--- src/rtl/dfm_pkg.sv ---
// Shared types and defaults for the signal-conditioning front end.
// Holds the conditioner state encoding and the parameter defaults.
package dfm_pkg;

  localparam int SYNC_STAGES_DEF = 2;
  localparam int CNT_W_DEF       = 16;

  typedef enum logic [1:0] {
    ST_LOW      = 2'd0,
    ST_RISE_CHK = 2'd1,
    ST_HIGH     = 2'd2,
    ST_FALL_CHK = 2'd3
  } sig_cond_state_t;

endpackage

--- src/rtl/sig_sync.sv ---
// Multi-flop synchronizer bringing an asynchronous level into clk_i; latency STAGES edges.
// No flow control: samples every cycle, cleared to 0 by reset.
module sig_sync #(
  parameter int STAGES = 2
) (
  input  logic clk_i,
  input  logic rst_i,
  input  logic d_i,
  output logic q_o
);

  logic [STAGES-1:0] sync_q;

  always_ff @(posedge clk_i) begin
    if (rst_i) begin
      sync_q <= '0;
    end else begin
      sync_q <= {sync_q[STAGES-2:0], d_i};
    end
  end

  assign q_o = sync_q[STAGES-1];

endmodule

--- src/rtl/sig_cond.sv ---
// Synchronizes and debounces sig_i, emitting edge pulses and a saturating glitch count.
// Latency SYNC_STAGES+len+1 edges from capture to sig_o/pulse; no backpressure, one decision per cycle.
module sig_cond
  import dfm_pkg::*;
#(
  parameter int SYNC_STAGES = SYNC_STAGES_DEF,
  parameter int CNT_W       = CNT_W_DEF
) (
  input  logic             clk_i,
  input  logic             rst_i,
  input  logic             sig_i,
  input  logic             en_i,
  input  logic [3:0]       filt_len_i,
  input  logic             clr_i,
  output logic             sig_o,
  output logic             rise_o,
  output logic             fall_o,
  output logic [CNT_W-1:0] glitch_cnt_o
);

  localparam logic [CNT_W-1:0] GLITCH_MAX = '1;
  localparam logic [CNT_W-1:0] GLITCH_ONE = CNT_W'(1);

  logic            s;
  sig_cond_state_t state;
  logic [3:0]      cnt;
  logic [3:0]      len;
  logic            glitch;

  sig_sync #(
    .STAGES(SYNC_STAGES)
  ) u_sync (
    .clk_i(clk_i),
    .rst_i(rst_i),
    .d_i  (sig_i),
    .q_o  (s)
  );

  // A disabled check is abandoned quietly, so en_i gates the glitch event.
  always_comb begin
    glitch = en_i && (((state == ST_RISE_CHK) && !s) ||
                      ((state == ST_FALL_CHK) &&  s));
  end

  always_ff @(posedge clk_i) begin
    if (rst_i) begin
      state  <= ST_LOW;
      cnt    <= '0;
      len    <= '0;
      sig_o  <= 1'b0;
      rise_o <= 1'b0;
      fall_o <= 1'b0;
    end else begin
      rise_o <= 1'b0;
      fall_o <= 1'b0;
      case (state)
        ST_LOW: begin
          if (s && en_i) begin
            state <= ST_RISE_CHK;
            cnt   <= '0;
            len   <= filt_len_i;
          end
        end
        ST_RISE_CHK: begin
          if (!en_i || !s) begin
            state <= ST_LOW;
          end else if (cnt == len) begin
            state  <= ST_HIGH;
            sig_o  <= 1'b1;
            rise_o <= 1'b1;
          end else begin
            cnt <= cnt + 4'd1;
          end
        end
        ST_HIGH: begin
          if (!s && en_i) begin
            state <= ST_FALL_CHK;
            cnt   <= '0;
            len   <= filt_len_i;
          end
        end
        ST_FALL_CHK: begin
          if (!en_i || s) begin
            state <= ST_HIGH;
          end else if (cnt == len) begin
            state  <= ST_LOW;
            sig_o  <= 1'b0;
            fall_o <= 1'b1;
          end else begin
            cnt <= cnt + 4'd1;
          end
        end
        default: begin
          state <= ST_LOW;
          sig_o <= 1'b0;
        end
      endcase
    end
  end

  // Clear takes priority over a coincident glitch; the count sticks at all-ones.
  always_ff @(posedge clk_i) begin
    if (rst_i || clr_i) begin
      glitch_cnt_o <= '0;
    end else if (glitch && (glitch_cnt_o != GLITCH_MAX)) begin
      glitch_cnt_o <= glitch_cnt_o + GLITCH_ONE;
    end
  end

endmodule

--- config.mk ---
export PLATFORM = sky130hd
export DESIGN_NAME = sig_cond
export DESIGN_NICKNAME = d
export VERILOG_FILES = /design/src/rtl/dfm_pkg.sv /design/src/rtl/sig_sync.sv /design/src/rtl/sig_cond.sv
export SDC_FILE = /design/constraint.sdc
export NUM_CORES = 1
export LEC_CHECK = 0
export ABC_AREA = 1
export ABC_CLOCK_PERIOD_IN_PS = 3200
export BUFFER_PORTS_ARGS = -buffer_cell sky130_fd_sc_hd__buf_2
export CAP_MARGIN = 30
export CORE_MARGIN = 5
export CORE_UTILIZATION = 30
export DETAILED_ROUTE_END_ITERATION = 8
export PLACE_DENSITY_LB_ADDON = 0.2
export SLEW_MARGIN = 20
export SYNTH_ARGS = -nofsm -noshare
export SYNTH_HDL_FRONTEND = slang
export SYNTH_SLANG_ARGS = --single-unit
--- constraint.sdc ---
create_clock -name clk_i -period 3.2 [get_ports clk_i]
set_input_delay 0 -clock clk_i [delete_from_list [all_inputs] [get_ports clk_i]]
set_output_delay 0 -clock clk_i [all_outputs]
set_load 0.05 [all_outputs]
# Word level (Yosys, flattened, before mapping)
# Cells that the tools add are included.
[word_totals] ff_bits=31 latch_bits=0 mem_bits_rw=0 rom_bits=0 inputBits=9 wordCells=68 mem_count=0
[classes] add_sub_neg=2 multipliers=0 div=0 magnitude_cmp=0 eq_ne=13 n_shift=0 mux=22 bitwise=2 reduce_logical=21
[op_table] operator="$mux W4" n=7
[op_table] operator="$add A16 B1 Y16 const B" n=1
[op_table] operator="$ne A16 B16 Y1 const B" n=1
[op_table] operator="$pmux W4 S4" n=1
[op_table] operator="$mux W2" n=6
[op_table] operator="$ne A2 B2 Y1 const B" n=4
[op_table] operator="$pmux W2 S4" n=1
[op_table] operator="$pmux W4 S2" n=1
[op_table] operator="$reduce_and A4 Y1" n=2
[op_table] operator="$logic_and A1 B1 Y1" n=6
[op_table] operator="$ne A3 B1 Y1 const B" n=2
[op_table] operator="$reduce_or A3 Y1" n=2
[op_table] operator="$mux W1" n=5
[op_table] operator="$reduce_and A5 Y1" n=1
[op_table] operator="$add A4 B1 Y4 const B" n=1
[op_table] operator="$eq A2 B2 Y1 const B" n=2
[op_table] operator="$eq A4 B4 Y1" n=1
[op_table] operator="$logic_or A1 B1 Y1" n=4
[op_table] operator="$ne A2 B1 Y1 const B" n=2
[op_table] operator="$reduce_bool A2 Y1" n=2
[op_table] operator="$reduce_and A3 Y1" n=1
[op_table] operator="$eq A2 B1 Y1 const B" n=1
[op_table] operator="$logic_not A1 Y1" n=2
[op_table] operator="$logic_not A2 Y1" n=1
[op_table] operator="other kinds (2)" n=3

# Longest topological paths before layout
[depth] depth_word=5 ltp_mapped=10

# Modules after synthesis
# From an unflattened synthesis, not the netlist that was laid out.
[hier_totals] cells_unflattened=257 area_unflattened_um2=1705.4
[modules_own_cells] module="sig_cond" instances=1 cells_per_inst=251 area_per_inst_um2=1650.3 seq_area_each_um2=580.6
[modules_own_cells] module="sig_sync" instances=1 cells_per_inst=6 area_per_inst_um2=55.1 seq_area_each_um2=40.0

# Worst setup path after synthesis
# Ideal clock, no wire load.
[synth_timing] kind="register -> register" from="register glitch_cnt_o[0]" to="register glitch_cnt_o[3]" setup_ns=0.143 t_arrival_ns=1.848 path_slack_ns=1.209 path_stages_with_launch=10 path_cell_list="dfxtp_1 -> ha_1 -> nand3_1 -> nor2_4 -> nand2_4 -> nand2_4 -> inv_4 -> buf_6 -> nand2_1 -> a21oi_2"
[synth_via] elab_chain_len=2
[synth_rtl] item="start: declaration" line="sig_cond.sv:18" rtl="output logic [CNT_W-1:0] glitch_cnt_o"
[synth_rtl] item="start signal: assignment" line="sig_cond.sv:106" rtl="glitch_cnt_o <= glitch_cnt_o + GLITCH_ONE;"
[synth_rtl] item="branches (longest 2 deep; another with $add A16 B1 Y16)"
# Several ways; the timed one is not identified.
# A chain may end at the register's enable or synchronous reset.

# Final worst setup path
[layout_timing] from="register glitch_cnt_o[0]" to="register glitch_cnt_o[15]"
# Same word-level chain as after synthesis.

==> impl_metrics.ini <==
[status]
status = finished clean

[layout]
fin_util_pct = 36.3
num_antenna_cells = 0
final_common_cell = nand2_1
layout.cells.most_common_list = nand2_1 (85), inv_1 (33), dfxtp_1 (31), buf_2 (27), nor2_1 (24)
fin_area_sq_um = 2120
layout.nets = 310
area_growth_pct = 19.7
layout-drive-gt1-share_pct = 22.3
final_cells = 375

[pwr]
power_density_nw_per_um2 = 402
leakagePower_nw = 0.912
vdd_drop_max_mv = 0.155
finalPower_mw = 0.854

[sta]
drv_slew = 0
fin_crit_ns = 1.74
setup_violations = 0
tightest_slew_ns = 0.562
tns_ns = 0
clock-skew-final_ns = 0.00729
whs_ns = 0.0135
fin_crit_sh_pct = 54.4
hold_viol = 0
rsz0062_at_grt = false
fmax_ghz = 0.574
slew_headroom_pct = 62.5
setup_ws_ns = 1.46

[synth]
netlist.area_leader.share_pct = 35.0
synth_nets = 276
ys_warn_count = 0
yosysUniqueCellTypes = 29
synth_xor_area_share_pct = 3.45
synth-edff-count = 0
synth_top_cell_by_area = dfxtp_1
synth_adder_area_share_pct = 1.41
yosys_register_bits = 31
syn_area_per_cell_sq_um = 6.70
synthCells = 265
synthArstFlopShare_pct = 0
synth_top_family_by_area = simple AND/OR/NAND/NOR gates
synth-simple-area-share_pct = 35.5
synth_ff_type = dfxtp_1
netlist_area_sq_um = 1780
synth_compound_area_share_pct = 13.6
seq_area_frac_synth_pct = 35.0
synth_mux_area_share_pct = 0
yosys-top-cells-area = dfxtp_1 (35%), nand2_1 (18%), inv_1 (7.0%)

[critical_path]
cp_slowest_cell = dfxtp_1
worstSetupPathType = reg -> reg
cpPeakStageDelay_ns = 0.42
r2r_end = glitch_cnt_o[15]$_SDFFE_PP0P_
r2r-start = glitch_cnt_o[0]$_SDFFE_PP0P_
crit_chain = ha_1, nand3_1, nor2_4, nand2_4, nand2_4, inv_4, nand2_1, a21oi_2
crit_start = glitch_cnt_o[0]$_SDFFE_PP0P_
cp-start-kind = flip-flop
cp_data_arrival_time_ns = 1.90
crit_end = glitch_cnt_o[15]$_SDFFE_PP0P_
required_ns = 3.36
r2r_slack_ns = 1.46
worst-path-stages = 8
critPathBufInv = 1
cpLargestDelayFamily = simple AND/OR/NAND/NOR gates
crit_top_cell = nand2_4
cp_max_fo = 15
worst_setup_path_end_kind = flip-flop
rr_worst_depth = 8

[detailed_routing]
drc = 0
antenna_left = 0
via_per_inst = 4.44
wl_mm = 4.04
first_pass_iters = 4
wl_per_cell_um = 10.8
vias = 1664
drtIter0Drc = 66

[job]
maxCapViolCount = 0

[clock_tree]
cts_num_sinks = 31
clk-insertion-delay-late_ns = 0.28
tritoncts = yes
clock_path_buffers = 2
cts.clk_slew.worst_paths_ns = 0.07
cts-resized-gates = 0
cts_inserted_buffers = 5
htreeDepth = 2
clockRootBuffer = clkbuf_8
post_cts_buffers = 0

[floorplan]
die_h_um = 86.9
core-area_sq_um = 5850
ios = 28
die_area_sq_um = 7560
row_count = 28
initial_core_util_pct = 30.3
die_w_um = 86.9

[place]
io_buffers = 27
place_inst = 362
placed_area_sq_um = 1960
place_hpwl_mm = 3.02
pre_cts_ws_ns = 1.44
place_congestion = 0.761

[grt]
grt-ovfl-total = 0
antenna_found_initial = 0
grt_first_pass_wirelength_mm = 7.20
track_usage_pct = 12.1
grt_start_max_net_pins = 16
grt_pass1_vias = 1559

[min_path]
hold_path.class = in -> reg
whs_path_depth = 2
layer usage:
metal  wire [um]  vias up  track usage [%]
met3         134        9             2.84
met1        2080      733             16.2
met2        1750       24             18.4
met5           0        -                0
met4          80        0             5.10
li1            -      898                -
final cells by class:
type,instances,area (sq um)
Clock buffer,6,82.6
Fill cell,657,3730
Sequential cell,31,621
Clock inverter,2,35.0
Timing Repair Buffer,32,185
Inverter,39,149
Tap cell,75,93.8
Multi-Input combinational cell,190,958
cell usage after synthesis (5+ instances only):
cell type,instances
nand2_1,85
inv_1,33
dfxtp_1,31
nor2_1,24
o21ai_0,13
a21oi_1,12
nand3_1,12
a21oi_2,10
inv_2,5
nand2_2,5
nand4_1,5
nor2_2,5
logic make-up (layout without fill, tap and decap cells):
group	after synthesis	count (layout)
DFF	31	31
and+or+nand+nor	143	143
adders and majority gates	2	2
buffers and inverters	44	79
AOI/OAI and AO/OA	38	38
xor gates and xnor gates	7	7
worst min path at each step:
stage / from / end / slack, ns
floorplan: sig_i / u_sync.sync_q[0]$_SDFF_PP0_ / 0.11
finish: rst_i / state[1]$_SDFFE_PP0P_ / 0.01
detailed placement: sig_i / u_sync.sync_q[0]$_SDFF_PP0_ / 0.21
global placement: sig_i / u_sync.sync_q[0]$_SDFF_PP0_ / 0.21
global route: rst_i / u_sync.sync_q[1]$_SDFF_PP0_ / 0.01
CTS: rst_i / cnt[3]$_SDFFE_PP0P_ / 0.007
registers in the layout, indices dropped and copies added (netlist names):
register and cells:
fall_o 1, sig_o 1, len 4, state 2
rise_o 1, u_sync.sync_q 2, glitch_cnt_o 16, cnt 4
where the power goes:
part | switching (mW) | total (mW) | internal (mW)
registers | 0.00343 | 0.395 | 0.391
logic | 0.0329 | 0.0508 | 0.0179
clock network | 0.156 | 0.408 | 0.252
total | 0.193 | 0.854 | 0.661
what timing repair did:
item,4_1_cts,5_1_grt
hold buffers,5,0
setup endpoints to repair,0,0
hold endpoints to repair,5,0
Note: power is estimated with default switching activity, not from simulation.
